File: src/rtl/enc_dispatch.sv
// enc_dispatch: queues priority-encoder requests and issues one-hot grants.
// Build macro ENC_DISPATCH_DEDUP_EN drops requests already queued or granted.
module enc_dispatch #(
   parameter int DEPTH   = 4,
   parameter int TIMEOUT = 8
) (
   input  logic                   clk,
   input  logic                   rst,
   input  logic [1:0]             Y,
   input  logic                   valid,
   input  logic                   done,
   output logic [3:0]             gnt,
   output logic                   busy,
   output logic                   empty,
   output logic                   full,
   output logic [$clog2(DEPTH):0] count,
   output logic                   overflow,
   output logic                   timeout
);

   localparam int PW = $clog2(DEPTH);
   localparam int CW = PW + 1;
   localparam int TW = (TIMEOUT > 1) ? $clog2(TIMEOUT) : 1;

   typedef enum logic [1:0] {
      S_IDLE,
      S_GRANT,
      S_REL
   } state_t;

   function automatic logic [3:0] onehot(input logic [1:0] idx);
      return 4'b1000 >> idx;
   endfunction

   // request edge detector state
   logic          valid_q, valid_d;
   logic [1:0]    y_q, y_d;

   // FIFO state
   logic [1:0]    mem_q [DEPTH];
   logic [1:0]    mem_d [DEPTH];
   logic [PW-1:0] wr_ptr_q, wr_ptr_d;
   logic [PW-1:0] rd_ptr_q, rd_ptr_d;
   logic [CW-1:0] count_q, count_d;
   logic          ovf_q, ovf_d;

   // FSM state
   state_t        state_q, state_d;
   logic [3:0]    gnt_q, gnt_d;
   logic [TW-1:0] timer_q, timer_d;
   logic          timeout_q, timeout_d;

   logic          push;
   logic          pop;
   logic          dup;
   logic          wr_ok;
   logic          drop;

   assign empty    = (count_q == '0);
   assign full     = (count_q == CW'(DEPTH));
   assign busy     = (state_q != S_IDLE);
   assign count    = count_q;
   assign overflow = ovf_q;
   assign gnt      = gnt_q;
   assign timeout  = timeout_q;

   // A new request is a rising valid or a change of index while valid
   assign push = valid && (!valid_q || (Y != y_q));
   assign pop  = (state_q == S_IDLE) && !empty;

`ifdef ENC_DISPATCH_DEDUP_EN
   logic [PW-1:0] slot_off;
`endif

   // Flag a push whose index is already waiting or being serviced
   always_comb begin
      dup = 1'b0;
`ifdef ENC_DISPATCH_DEDUP_EN
      slot_off = '0;
      if ((state_q == S_GRANT) && (gnt_q == onehot(Y))) dup = 1'b1;
      for (int i = 0; i < DEPTH; i++) begin
         slot_off = PW'(i) - rd_ptr_q;
         if (({1'b0, slot_off} < count_q) && (mem_q[i] == Y)) dup = 1'b1;
      end
`endif
   end

   // A full FIFO still takes a push when the head leaves the same cycle
   assign wr_ok = push && !dup && (!full || pop);
   assign drop  = push && !dup && full && !pop;

   // FIFO next-state: write at tail, advance head on pop, track occupancy
   always_comb begin
      valid_d  = valid;
      y_d      = Y;
      mem_d    = mem_q;
      wr_ptr_d = wr_ptr_q;
      rd_ptr_d = rd_ptr_q;
      ovf_d    = ovf_q | drop;
      if (wr_ok) begin
         mem_d[wr_ptr_q] = Y;
         wr_ptr_d        = wr_ptr_q + PW'(1);
      end
      if (pop) rd_ptr_d = rd_ptr_q + PW'(1);
      unique case ({wr_ok, pop})
         2'b10:   count_d = count_q + CW'(1);
         2'b01:   count_d = count_q - CW'(1);
         default: count_d = count_q;
      endcase
   end

   // FSM next-state: grant the head, hold until done or timer expiry
   always_comb begin
      state_d   = state_q;
      gnt_d     = gnt_q;
      timer_d   = timer_q;
      timeout_d = 1'b0;
      unique case (state_q)
         S_IDLE: begin
            if (!empty) begin
               state_d = S_GRANT;
               gnt_d   = onehot(mem_q[rd_ptr_q]);
               timer_d = '0;
            end
         end
         S_GRANT: begin
            if (done) begin
               state_d = S_REL;
               gnt_d   = '0;
            end else if (timer_q == TW'(TIMEOUT - 1)) begin
               state_d   = S_REL;
               gnt_d     = '0;
               timeout_d = 1'b1;
            end else begin
               timer_d = timer_q + TW'(1);
            end
         end
         S_REL: begin
            state_d = S_IDLE;
            gnt_d   = '0;
         end
         default: begin
            state_d = S_IDLE;
            gnt_d   = '0;
         end
      endcase
   end

   // Register all state; reset flushes the queue and drops any grant
   always_ff @(posedge clk) begin
      if (!rst) begin
         valid_q   <= 1'b0;
         y_q       <= '0;
         for (int i = 0; i < DEPTH; i++) mem_q[i] <= '0;
         wr_ptr_q  <= '0;
         rd_ptr_q  <= '0;
         count_q   <= '0;
         ovf_q     <= 1'b0;
         state_q   <= S_IDLE;
         gnt_q     <= '0;
         timer_q   <= '0;
         timeout_q <= 1'b0;
      end else begin
         valid_q   <= valid_d;
         y_q       <= y_d;
         mem_q     <= mem_d;
         wr_ptr_q  <= wr_ptr_d;
         rd_ptr_q  <= rd_ptr_d;
         count_q   <= count_d;
         ovf_q     <= ovf_d;
         state_q   <= state_d;
         gnt_q     <= gnt_d;
         timer_q   <= timer_d;
         timeout_q <= timeout_d;
      end
   end

endmodule

File: config.mk
export PLATFORM = sky130hd
export DESIGN_NAME = enc_dispatch
export DESIGN_NICKNAME = d
export VERILOG_FILES = /design/src/rtl/enc_dispatch.sv
export SDC_FILE = /design/constraint.sdc
export NUM_CORES = 1
export LEC_CHECK = 0
export BUFFER_PORTS_ARGS = -buffer_cell sky130_fd_sc_hd__buf_2
export CAP_MARGIN = 20
export CELL_PAD_IN_SITES_DETAIL_PLACEMENT = 1
export CELL_PAD_IN_SITES_GLOBAL_PLACEMENT = 1
export CORE_UTILIZATION = 40
export DETAILED_ROUTE_END_ITERATION = 10
export GPL_ROUTABILITY_DRIVEN = 0
export GPL_TIMING_DRIVEN = 1
export PLACE_DENSITY_LB_ADDON = 0.1
export SYNTH_ARGS = -nofsm -noshare
export SYNTH_HDL_FRONTEND = slang
export SYNTH_SLANG_ARGS = --single-unit
File: constraint.sdc
create_clock -name clk -period 1.8 [get_ports clk]
set_input_delay 0.18 -clock clk [delete_from_list [all_inputs] [get_ports clk]]
set_output_delay 0.18 -clock clk [all_outputs]
set_load 0.02 [all_outputs]
==> summary.txt <==
Floorplan
  • Initial Util: 41.82%
  • Die height: 61.30 um
  • Core region area: 3363 um2
  • IO Pins: 18
  • Die area: 3757 um2
  • Die X: 61.30 um
  • Row count: 21

Synthesis
  • Syn_nets: 148
  • Synth async-reset ratio: 0%
  • Ys flop type: dfxtp_1
  • Avg Cell Area, Syn: 10.42 um2
  • Top-count cell post-synth: dfxtp_1
  • Synth top area cells: dfxtp_1 41%, mux2i_1 7.8%, nor2b_1 6.2%, ha_1 5.3%, mux4_2 3.2%
  • YS warnings: 0
  • Seq/Total Area, Yosys: 41.28%
  • Post-synth top area cell: dfxtp_1
  • Seq cells post-synth: 29
  • Post-synth EDFFs: 0
  • Number of distinct library cells after synthesis: 36
  • Synth Cell Area: 1406 um2
  • Share of the synthesized area in the top cell type: 41.28%
  • Commonest cells post-synth: 29 x dfxtp_1, 14 x nor2b_1, 11 x mux2i_1
  • Mapped Cells: 135

Cells and area
  • Layout Nets: 173
  • Share of cells above drive strength 1: 26.71%
  • Final core occ: 48.21%
  • Layout area overhead: 15.30%
  • # diodes: 0

STA
  • Final hold violation count: 0
  • Crit path time final: 1686 ps
  • PnR worst setup slack: 114.3 ps
  • Slew Limit Headroom: 71.51%
  • Max-slew violation count: 0
  • Unrepaired setup endpoints after global routing: no
  • Worst Skew: 7.994 ps
  • Worst Tran Pin Value: 427.3 ps
  • Post-route clock period utilization: 93.65%
  • Setup TNS: 0 ps
  • Highest Clock Rate: 0.5932 GHz
  • Final setup fails: 0

Power
  • Internal power: 1.323 mW
  • Sequential Power Share: 38.0%
  • Sw frac: 39.13%
  • Net Switching: 850.7 uW
  • Clock Power Share: 17.4%
  • Logic pwr share: 44.6%
  • P_leak: 0.7103 nW
  • Cell Pwr Density: 1341 nW/um2
  • VDD IR max: 0.4966 mV

Global routing
  • Number of global-route vias before repair: 978
  • Grt met1 use: 20.67%
  • Grt peak-use layer: met2
  • Overflow after GRT: 0
  • First-pass GRT wire length: 4.574 mm
  • Met2 usage: 28.57%
  • GRT Util Overall: 17.25%
  • Pin count of the biggest net entering global routing: 30
  • Met3 Usage GRT: 6.303%
  • Initial antenna violation count: 0

Hold path
  • WHS Endpoint: timeout
  • WHS Path Cells: 2
  • HP Start: done
  • HP Class: primary input to register

Clocking
  • Post-CTS Hold Fix Bufs: 0
  • Clock transition at path regs: 90 ps
  • Root Buffer: clkbuf_4
  • Maximum clock path buffer count: 2
  • CTS buffer count: 5
  • CTS tree: done
  • Postcts setup bufs: 0
  • Worst-Skew Late Latency: 330 ps
  • CTS sink cnt: 29
  • H-tree lvl count: 2

Setup path
  • Critical Path RT: 2060 ps
  • CP endpoint kind: register
  • WS Path Type: register to register
  • CP Launch Point: y_q[1]
  • CP Max Fanout: 6
  • Register-to-Register Path Depth: 6
  • Crit path launch type: register
  • R2R setup slack: 110 ps
  • R2R Path Start: y_q[1]
  • R2r endpoint: count[2]
  • CP arrival: 1950 ps

Placement
  • Dpl ws: 58.78 ps
  • Dpl hpwl: 2.080 mm
  • I/O Buffers: 17

Detailed routing
  • Vias post-DR: 1,017
  • Routed wire length: 2.800 mm
  • Residual DRC: 0
  • Wire per inst: 13.53 um
  • Vias/cell: 4.913
  • Number of DRC markers in iteration 0: 25
  • Antenna Nets Post-Route: 0
  • 1st-pass router iterations: 4

Run
  • Max cap viols: 0

Outcome
  • Status: finished clean
[power groups by stage]
stage | clock (mW) | sequential [mW] | combinational, mW
after floorplan | 0 | 0.882 | 0.681
after global placement | 0 | 0.840 | 0.923
after detailed placement | 0 | 0.843 | 0.958
after CTS | 0.398 | 0.829 | 0.963
after global routing | 0.431 | 0.845 | 1.08
final | 0.378 | 0.827 | 0.969
[worst max-delay path by stage]
stage / endpoint / slack, ps / depth (start not counted)
after floorplan: count[2] / 50 / 7
after global placement: count[2] / 80 / 7
after detailed placement: count[2] / 60 / 7
after CTS: gnt[1] / 90 / 7
after global routing: mem_q[3] / 20 / 5
final: count[2] / 110 / 6
[layout make-up]
type                            instances  area [um2]
Fill cell                             416        1742
Multi-Input combinational cell         96       783.3
Sequential cell                        29       580.6
Timing Repair Buffer                   23       130.1
Tap cell                               46       57.56
Clock buffer                            6       41.29
Inverter                                5       18.77
Clock inverter                          2       10.01
[per-layer routing]
layer / share of wire [%] / routed length, um / vias to the layer above
met1: 45 / 1263 / 487
met2: 49 / 1380 / 17
met4: 1.5 / 43 / 0
met3: 4.0 / 113 / 6
met5: 0 / 0 / -
li1: - / - / 507
[flip-flops by register name (all words and copies together), names as in the netlist]
name and count:
rd_ptr_q 2, mem_q 8, gnt 4, count 3, overflow 1, wr_ptr_q 2
state_q 2, timer_q 3, timeout 1, valid_q 1, y_q 2
[stage by stage]
stage | power, mW | std cells | hold WS (ps) | area (um2)
after floorplan | 1.563 | 135 | 256.1 | 1409
after global placement | 1.763 | 199 | 362.6 | 1563
after detailed placement | 1.801 | 199 | 364.2 | 1563
after CTS | 2.190 | 207 | 3.272 | 1614
after global routing | 2.358 | 207 | 4.950 | 1622
final | 2.174 | 207 | 21.57 | 1622
[cells in the final DEF, fill, tap and decap left out, types with 3 or more instances in the layout]
cell type / synthesis / routed
xnor2_1: 5 / 5
buf_4: 2 / 6
clkbuf_4: 0 / 5
buf_2: 0 / 17
a21oi_1: 5 / 3
nor2_1: 5 / 4
and2_1: 6 / 6
ha_1: 6 / 6
nand3_1: 6 / 6
inv_1: 5 / 5
nor2b_1: 14 / 14
dfxtp_1: 29 / 29
nand2b_1: 4 / 4
mux2i_1: 11 / 11
a21boi_0: 3 / 3
nand2_1: 6 / 6
[critical path, cell delays in order, from the launching register on]
cell	delay [ps]
dfxtp_1	320
xnor2_1	250
a31oi_4	120
nand2b_4	180
fa_1	380
mux2i_1	180
mux2i_1	190
[cell families (layout without fill, tap and decap cells)]
logic type | count (synthesis) | after routing | synth area share, %
XOR/XNOR | 5 | 5 | 3.114
flip-flops | 29 | 29 | 41.28
buffers and inverters | 10 | 36 | 3.737
multiplexers | 13 | 13 | 11.03
AO/OA/AOI/OAI | 14 | 14 | 7.562
AND/OR/NAND/NOR | 57 | 57 | 26.51
adder cells (fa/ha/maj) | 7 | 7 | 6.761
[timing repair]
item,CTS,global route
setup endpoints to repair,0,2
hold endpoints to repair,0,0
gates resized for setup,0,2
(Power assumes the default switching activity.)
